**src/rtl/seq_stage_controller.sv**
```systemverilog
// Multi-cycle stage sequencer for the Y86-64 SEQ core.
// Steps one instruction at a time through FETCH .. PC_UPDATE and drives
// one-hot stage enables that gate each stage's register updates. It owns
// the condition-code register and the processor status. It also keeps
// retired-instruction and active-cycle counters.
module seq_stage_controller #(
  parameter int CNT_W       = 32,
  parameter int MEM_TIMEOUT = 8
) (
  input  logic             clk,
  input  logic             rst,
  input  logic             start,
  input  logic [3:0]       icode,
  input  logic             instr_valid,
  input  logic             imem_error,
  input  logic             alu_zf,
  input  logic             alu_sf,
  input  logic             alu_of,
  input  logic             dmem_ready,
  input  logic             dmem_error,
  output logic             fetch_en,
  output logic             decode_en,
  output logic             execute_en,
  output logic             memory_en,
  output logic             writeback_en,
  output logic             pc_en,
  output logic             set_cc,
  output logic [2:0]       cc,
  output logic [2:0]       stat,
  output logic             halted,
  output logic [CNT_W-1:0] instr_count,
  output logic [CNT_W-1:0] cycle_count
);

  typedef enum logic [2:0] {
    S_IDLE      = 3'd0,
    S_FETCH     = 3'd1,
    S_DECODE    = 3'd2,
    S_EXECUTE   = 3'd3,
    S_MEMORY    = 3'd4,
    S_WRITEBACK = 3'd5,
    S_PC_UPDATE = 3'd6,
    S_HALT      = 3'd7
  } state_t;

  localparam logic [2:0] STAT_AOK = 3'd1;
  localparam logic [2:0] STAT_HLT = 3'd2;
  localparam logic [2:0] STAT_ADR = 3'd3;
  localparam logic [2:0] STAT_INS = 3'd4;

  // CC reset value: ZF set, SF and OF clear.
  localparam logic [2:0] CC_RESET = 3'b100;

  // Wait counter is 8 bits (timeout up to 255); compare in 9 bits so the
  // increment can never wrap before the limit check.
  localparam logic [8:0] TIMEOUT_LIM = 9'(MEM_TIMEOUT);

  localparam logic [3:0] ICODE_HALT = 4'h0;
  localparam logic [3:0] ICODE_OPQ  = 4'h6;

  localparam logic [CNT_W-1:0] CNT_ONE = CNT_W'(1);

  // Instructions that touch data memory: rmmovq, mrmovq, call, ret, pushq, popq.
  function automatic logic is_mem_icode(input logic [3:0] ic);
    logic hit;
    case (ic)
      4'h4, 4'h5, 4'h8, 4'h9, 4'hA, 4'hB: hit = 1'b1;
      default:                            hit = 1'b0;
    endcase
    return hit;
  endfunction

  // One-hot enable pattern {fetch,decode,execute,memory,writeback,pc}.
  function automatic logic [5:0] stage_onehot(input state_t s);
    logic [5:0] oh;
    case (s)
      S_FETCH:     oh = 6'b100000;
      S_DECODE:    oh = 6'b010000;
      S_EXECUTE:   oh = 6'b001000;
      S_MEMORY:    oh = 6'b000100;
      S_WRITEBACK: oh = 6'b000010;
      S_PC_UPDATE: oh = 6'b000001;
      default:     oh = 6'b000000;
    endcase
    return oh;
  endfunction

  state_t           state_q, state_d;
  logic [5:0]       en_q, en_d;
  logic [2:0]       cc_q, cc_d;
  logic [2:0]       stat_q, stat_d;
  logic             halted_q, halted_d;
  logic [7:0]       wait_q, wait_d;
  logic [CNT_W-1:0] instr_q, instr_d;
  logic [CNT_W-1:0] cycle_q, cycle_d;
  logic             running;
  logic             set_cc_w;

  // Only OPq writes the condition codes, and only in its EXECUTE cycle.
  assign set_cc_w = (state_q == S_EXECUTE) && (icode == ICODE_OPQ);
  assign running  = (state_q != S_IDLE) && (state_q != S_HALT);

  // Next-state, status, CC and counter logic.
  always_comb begin
    state_d  = state_q;
    stat_d   = stat_q;
    cc_d     = cc_q;
    wait_d   = wait_q;
    instr_d  = instr_q;
    cycle_d  = running ? (cycle_q + CNT_ONE) : cycle_q;

    if (set_cc_w) begin
      cc_d = {alu_zf, alu_sf, alu_of};
    end

    case (state_q)
      S_IDLE: begin
        if (start) begin
          state_d = S_FETCH;
        end
      end
      S_FETCH: begin
        // Address fault outranks an illegal instruction, which outranks halt.
        if (imem_error) begin
          stat_d  = STAT_ADR;
          state_d = S_HALT;
        end else if (!instr_valid) begin
          stat_d  = STAT_INS;
          state_d = S_HALT;
        end else if (icode == ICODE_HALT) begin
          stat_d  = STAT_HLT;
          state_d = S_HALT;
        end else begin
          state_d = S_DECODE;
        end
      end
      S_DECODE: begin
        state_d = S_EXECUTE;
      end
      S_EXECUTE: begin
        if (is_mem_icode(icode)) begin
          state_d = S_MEMORY;
          wait_d  = 8'd0;
        end else begin
          state_d = S_WRITEBACK;
        end
      end
      S_MEMORY: begin
        // dmem_error only means something once the access has completed.
        if (dmem_ready) begin
          if (dmem_error) begin
            stat_d  = STAT_ADR;
            state_d = S_HALT;
          end else begin
            state_d = S_WRITEBACK;
          end
        end else if (({1'b0, wait_q} + 9'd1) >= TIMEOUT_LIM) begin
          stat_d  = STAT_ADR;
          state_d = S_HALT;
        end else begin
          wait_d = wait_q + 8'd1;
        end
      end
      S_WRITEBACK: begin
        state_d = S_PC_UPDATE;
      end
      S_PC_UPDATE: begin
        instr_d = instr_q + CNT_ONE;
        state_d = S_FETCH;
      end
      S_HALT: begin
        state_d = S_HALT;
      end
      default: begin
        state_d = S_IDLE;
      end
    endcase

    en_d     = stage_onehot(state_d);
    halted_d = (state_d == S_HALT);
  end

  // State, enables and architectural status registers with async reset.
  always_ff @(posedge clk or posedge rst) begin
    if (rst) begin
      state_q  <= S_IDLE;
      en_q     <= 6'b000000;
      cc_q     <= CC_RESET;
      stat_q   <= STAT_AOK;
      halted_q <= 1'b0;
      wait_q   <= 8'd0;
      instr_q  <= '0;
      cycle_q  <= '0;
    end else begin
      state_q  <= state_d;
      en_q     <= en_d;
      cc_q     <= cc_d;
      stat_q   <= stat_d;
      halted_q <= halted_d;
      wait_q   <= wait_d;
      instr_q  <= instr_d;
      cycle_q  <= cycle_d;
    end
  end

  assign fetch_en     = en_q[5];
  assign decode_en    = en_q[4];
  assign execute_en   = en_q[3];
  assign memory_en    = en_q[2];
  assign writeback_en = en_q[1];
  assign pc_en        = en_q[0];
  assign set_cc       = set_cc_w;
  assign cc           = cc_q;
  assign stat         = stat_q;
  assign halted       = halted_q;
  assign instr_count  = instr_q;
  assign cycle_count  = cycle_q;

endmodule
```
**config.mk**
```make
export PLATFORM = sky130hd
export DESIGN_NAME = seq_stage_controller
export DESIGN_NICKNAME = d
export VERILOG_FILES = /design/src/rtl/seq_stage_controller.sv
export SDC_FILE = /design/constraint.sdc
export NUM_CORES = 1
export LEC_CHECK = 0
export CORE_ASPECT_RATIO = 0.6
export CORE_MARGIN = 4
export CORE_UTILIZATION = 54
export DETAILED_ROUTE_END_ITERATION = 10
export GPL_TIMING_DRIVEN = 0
export PLACE_DENSITY = 0.85
export SLEW_MARGIN = 10
export SYNTH_ARGS = -nofsm -noshare
export SYNTH_HDL_FRONTEND = slang
export SYNTH_SLANG_ARGS = --single-unit
```
**constraint.sdc**
```tcl
create_clock -name clk -period 7.5 [get_ports clk]
set_input_delay 1.125 -clock clk [delete_from_list [all_inputs] [get_ports clk]]
set_output_delay 1.125 -clock clk [all_outputs]
set_load 0.05 [all_outputs]
```
==> flow_metrics.py <==
metrics = {
    "setup_path": {
        "r2r-start": "wait_q[0]",
        "max_stage_delay_ns": 0.82,
        "arrival_ns": 3.06,
        "crit-reg2reg-capture": "halted",
        "r2r_cells": 5,
        "cp_max_fo": 4,
        "worstSetupPathType": "input port to primary output",
        "worst_path_most_repeated_cell": "clkdlybuf4s50_1",
        "crit_required_ns": 6.38,
        "crit_family": "buffers and inverters",
        "path_cells": "clkdlybuf4s50_1, nor4bb_1, nand2b_1, inv_1, clkdlybuf4s50_1",
        "crit_buf_inv": 3,
        "start_kind": "input port",
        "critPathCaptureType": "primary output",
        "slowest_stage": "clkdlybuf4s50_1",
        "reg2reg_slack_ns": 5.02,
    },
    "synth": {
        "synth-xor-area-share_pct": 13.3,
        "synth_top_area_cell": "dfrtp_1",
        "syn_area_um2": 4080,
        "synth_cells": 381,
        "synth_top_family_by_area": "simple AND/OR/NAND/NOR gates",
        "avgSynthCellArea_um2": 10.7,
        "yosys-top-cells-area": "dfrtp_1 53%, xnor2_1 7.1%, xor2_1 6.2%",
        "syn_nets": 399,
        "synth_compound_area_share_pct": 4.45,
        "synth_adder_area_share_pct": 1.23,
        "synth_ff_type": "dfrtp_1",
        "synth-simple-area-share_pct": 24.5,
        "synth_top_cell_area_share_pct": 52.8,
        "synthMuxAreaShare_pct": 0.798,
        "yosysSeqAreaShare_pct": 54.1,
        "ys_types": 53,
        "ys_async_sr_fraction_pct": 100,
        "synth_edf_count": 0,
        "synth-seq-cells": 88,
        "ys.warnings.count": 0,
    },
    "final_layout": {
        "drive_above_1_share_pct": 6.95,
        "regArea_um2": 2200,
        "layout_commonest_cell": "clkdlybuf4s50_1",
        "antenna_cells": 0,
        "fin_nets": 502,
        "fillers": 494,
        "mostFrequentLayoutCells": "91 x clkdlybuf4s50_1, 86 x dfrtp_1, 37 x nand2_1",
        "syn_to_final_growth_pct": 34.3,
        "multi_input_area_um2": 1810,
    },
    "route": {
        "antenna_left": 0,
        "wl_um": 9090,
        "drt_iter0_markers": 319,
        "num_vias": 3235,
        "dr.pass1.iters": 4,
        "route.detailed.drc": 0,
        "via_per_inst": 5.46,
        "routedWlPerCell_um": 15.3,
    },
    "power": {
        "p_switching_mw": 0.642,
        "p_comb_share_pct": 35.4,
        "p_per_area_nw_per_um2": 314,
        "leakage_nw": 2.49,
        "p_sw_share_pct": 37.3,
        "power.internal_mw": 1.08,
        "total_power_mw": 1.72,
        "p_clk_share_pct": 28.6,
        "peakVddDrop_v": 0.000259,
        "pwr-share-seq_pct": 36.0,
    },
    "worst_hold_path": {
        "min_from": "cc[2]",
        "min_path_cells": 2,
        "hold_class": "flip-flop to flip-flop",
        "min_to": "cc[2]",
    },
    "floorplanning": {
        "fp.dieH_um": 75.3,
        "die_w_um": 120,
        "coreArea_um2": 7300,
        "rows": 24,
        "start_util_pct": 55.9,
        "ios": 92,
        "dieArea_um2": 9050,
    },
    "sta": {
        "slew_headroom_pct": 48.1,
        "tns_ns": 0,
        "fmax_mhz": 239,
        "slew_violations": 0,
        "finalSetupViolCount": 0,
        "final-hold-violation-count": 0,
        "rsz0062_at_grt": "no",
        "worst-slew-pin-transition_ns": 0.772,
        "fin_crit_sh_pct": 55.8,
        "fin_skew_ns": 0.00803,
        "fin_crit_ns": 4.18,
    },
    "placed_design": {
        "gp_congestion": 0.892,
        "port_buffers": 91,
        "hpwl_um": 6670,
    },
    "clocking": {
        "cts_htree_levels": 3,
        "cts_buffers": 9,
        "cts_tree": "done",
        "cts_buffer_depth": 2,
        "clkSinkCount": 88,
        "path_clk_slew_ns": 0.06,
        "insertion_delay_ns": 0.34,
        "post_cts_buffers": 0,
        "hold_buffers": 0,
        "cts-resized-gates": 0,
        "clockRootBuffer": "clkbuf_16",
    },
    "global_route": {
        "grt_max_degree": 47,
        "grt_pass1_wl_um": 15100,
        "antenna_found_initial": 0,
        "grt.overflow.total": 0,
        "grt_pass1_vias": 3045,
        "grt.total_usage_pct": 21.2,
    },
    "outcome": {
        "outcome": "finished clean",
    },
    "flow_run": {
        "maxCapViolCount": 0,
    },
}
==> cell usage after synthesis (4+ instances only) <==
library cell,count
nand2b_1,4
xnor2_1,33
inv_1,11
xor2_1,29
a21oi_1,4
o21ai_0,4
and3_1,14
nor2_1,35
nor3_1,11
and4_1,4
nand2_1,37
nor4_1,4
ha_1,4
and2b_1,5
nand4_1,8
nor2b_1,4
nand3_1,31
dfrtp_1,86
==> flip-flops by register name, summed over array words and instances, names as in the netlist <==
register     cells
cycle_count     32
instr_count     32
wait_q           8
en_q             6
cc               3
stat             3
state_q          3
halted           1
==> kinds of logic after synthesis <==
logic type / after synthesis
mux: 3
fa+ha+maj: 4
simple gates: 184
flops: 88
compound gates: 24
buf+inv: 16
xor+xnor: 62
==> worst reg2reg max path: cells and delay by family (launching register included) <==
family                     cells  cell delay [ns]
and+or+nand+nor                3             1.34
DFF                            1             0.45
adders and majority gates      1             0.29
AOI/OAI and AO/OA              1             0.29
==> how the worst max path moves through the flow <==
stage | from | end | slack, ns | depth (start not counted)
2_1_floorplan | rst | cc[0] | 4.10 | 1
3_3_place_gp | rst | en_q[3] | 2.82 | 2
3_5_place_dp | icode[2] | set_cc | 3.31 | 5
4_1_cts | icode[2] | set_cc | 3.31 | 5
5_1_grt | icode[2] | set_cc | 3.25 | 5
6_report | icode[2] | set_cc | 3.32 | 5
==> power groups by stage <==
stage	Combinational [mW]	Clock, mW	Sequential (mW)
5_1_grt	0.645	0.522	0.633
6_report	0.609	0.491	0.619
3_5_place_dp	0.609	0	0.628
3_3_place_gp	0.594	0	0.623
2_1_floorplan	0.219	0	0.818
4_1_cts	0.612	0.501	0.620
==> metal layers <==
metal	up-vias	GRT usage, %	wire [µm]
li1	1544	-	-
met1	1563	30.3	4420
met2	112	31.5	3900
met3	16	6.68	639
met4	0	6.73	135
met5	-	0	0
==> area by class of cell <==
class,instances,area share [%]
flip-flops and latches,88,40.3
multi-input cells,277,33.0
repair buffers,92,17.0
clock buffers,12,4.69
well taps,104,2.38
clock inverters,4,1.39
inverters,11,0.800
plain buffers,5,0.434
==> per-stage QoR <==
stage	hold WS (ns)	cell area [µm²]	util [%]	instances	setup slack (ns)
after floorplan	0.478	4080	-	381	4.10
after global placement	0.456	5120	70.1	576	2.82
after detailed placement	0.449	5140	70.4	577	3.31
after CTS	0.460	5470	75.0	593	3.31
after global routing	0.470	5470	75.0	593	3.25
final	0.462	5470	75.0	593	3.32
No activity file was read; power rests on OpenSTA's default activity.
==> edit (same flow settings) <==
Register the output `instr_count` once more, without a reset; this adds one clock of latency there. The other outputs are not delayed to match.
--- a/src/rtl/seq_stage_controller.sv
+++ b/src/rtl/seq_stage_controller.sv
@@ -213,7 +213,9 @@
   assign cc           = cc_q;
   assign stat         = stat_q;
   assign halted       = halted_q;
-  assign instr_count  = instr_q;
+  always_ff @(posedge clk) begin
+    instr_count <= instr_q;
+  end
   assign cycle_count  = cycle_q;
 
 endmodule
Check against the original RTL: not equivalent (a bounded check fails within 10 cycles, from zero or initial values and one cycle with rst high).
==> edit against the unedited design <==
Sequential cell count rose by 32; wire length increased by 17%; area after synthesis rose by 14%; setup slack lost 12 ps; cell area grew 15%; clock skew is essentially flat; largest cell class unchanged; first-iteration DRC count down 18%; power increased by 33%.
==> edit: results (changes against the unedited design) <==
| Stage | Metric | This run | vs unedited |
|---|---|---|---|
| outcome | Outcome | completed |  |
| global route | Maximum number of pins on one net before global-route repair | 67 | +43% |
| logic synthesis | Top-area cell type share of the netlist area | 46.3% | -6.4 points |
| min path | Number of instances on the worst hold path | 0 | -2 |
| global route | Combined global-route utilization of all metal layers | 22.5% | +1.3 points |
| min path | Worst min-delay path endpoint | instr_count[31] |  |
| cells and area | Multi-input combinational area share | 27.3% | -5.7 points |
| power and ir drop | Clk network pwr share | 35.9% | +7.3 points |
| logic synthesis | Cell area after synthesis | 4640 um2 | +14% |
| cells and area | Fraction of cell area in non-clock buffers | 15.3% | -2.1 points |
| cells and area | Clock buffer cells | 23 | +11 |
| worst setup path | Cell depth of the worst flop-to-flop path | 6 | +1 |
| cells and area | Number of multi-input combinational cells | 255 | -7.9% |
| logic synthesis | Net count of the mapped netlist | 410 | +2.8% |
| min path | Startpoint of the worst hold path | instr_q[31] |  |
| drt | Vias | 3434 | +6.2% |
| cells and area | Area occupied by registers | 2850 um2 | +29% |
| timing | Worst hold slack | 396 ps | -65.5 ps |
| clock network | Depth of the CTS H-tree | 4 | +1 |
| drt | Total detailed-routing wirelength | 10600 um | +17% |
| placement | Gp weighted congestion | 0.920 | +3.2% |
| power and ir drop | Cell internal pwr | 1.51 mW | +40% |
| cells and area | Clock network contribution to total cell area | 9.50% | +3.4 points |
| logic synthesis | Mapped Avg Cell Area | 11.8 um2 | +11% |
| logic synthesis | Cell variety after synth | 51 | -3.8% |
==> edit: cell types whose count changed in the layout (fill, tap and decap cells not counted), sizes merged, moves of 6 or more <==
cell	unedited run	this run
nor2	35	23
xnor2	33	43
clkbuf	14	25
nand3	31	22
xor2	29	19
dfxtp	0	32
nand4	9	19
and2	3	9
nor3	12	6
==> edit: kinds of logic (layout without fill, tap and decap cells) <==
group                      Yosys count  count (layout)  share of synthesized area, %
DFF                                120             120                          61.3
adders and majority gates            4               4                          1.08
AOI/OAI and AO/OA                   26              26                          4.12
and+or+nand+nor                    158             158                          19.2
muxes                                5               5                          1.13
buffers and inverters               17             141                          1.54
xor gates and xnor gates            62              62                          11.7
==> edit: metal layers <==
metal	wire length, um	vias up	global-route usage, %	share of wire (%)
met5	0	-	0	0
li1	-	1575	-	-
met1	4880	1696	30.3	46
met4	142	0	8.79	1.3
met3	706	16	7.09	6.7
met2	4880	147	34.4	46
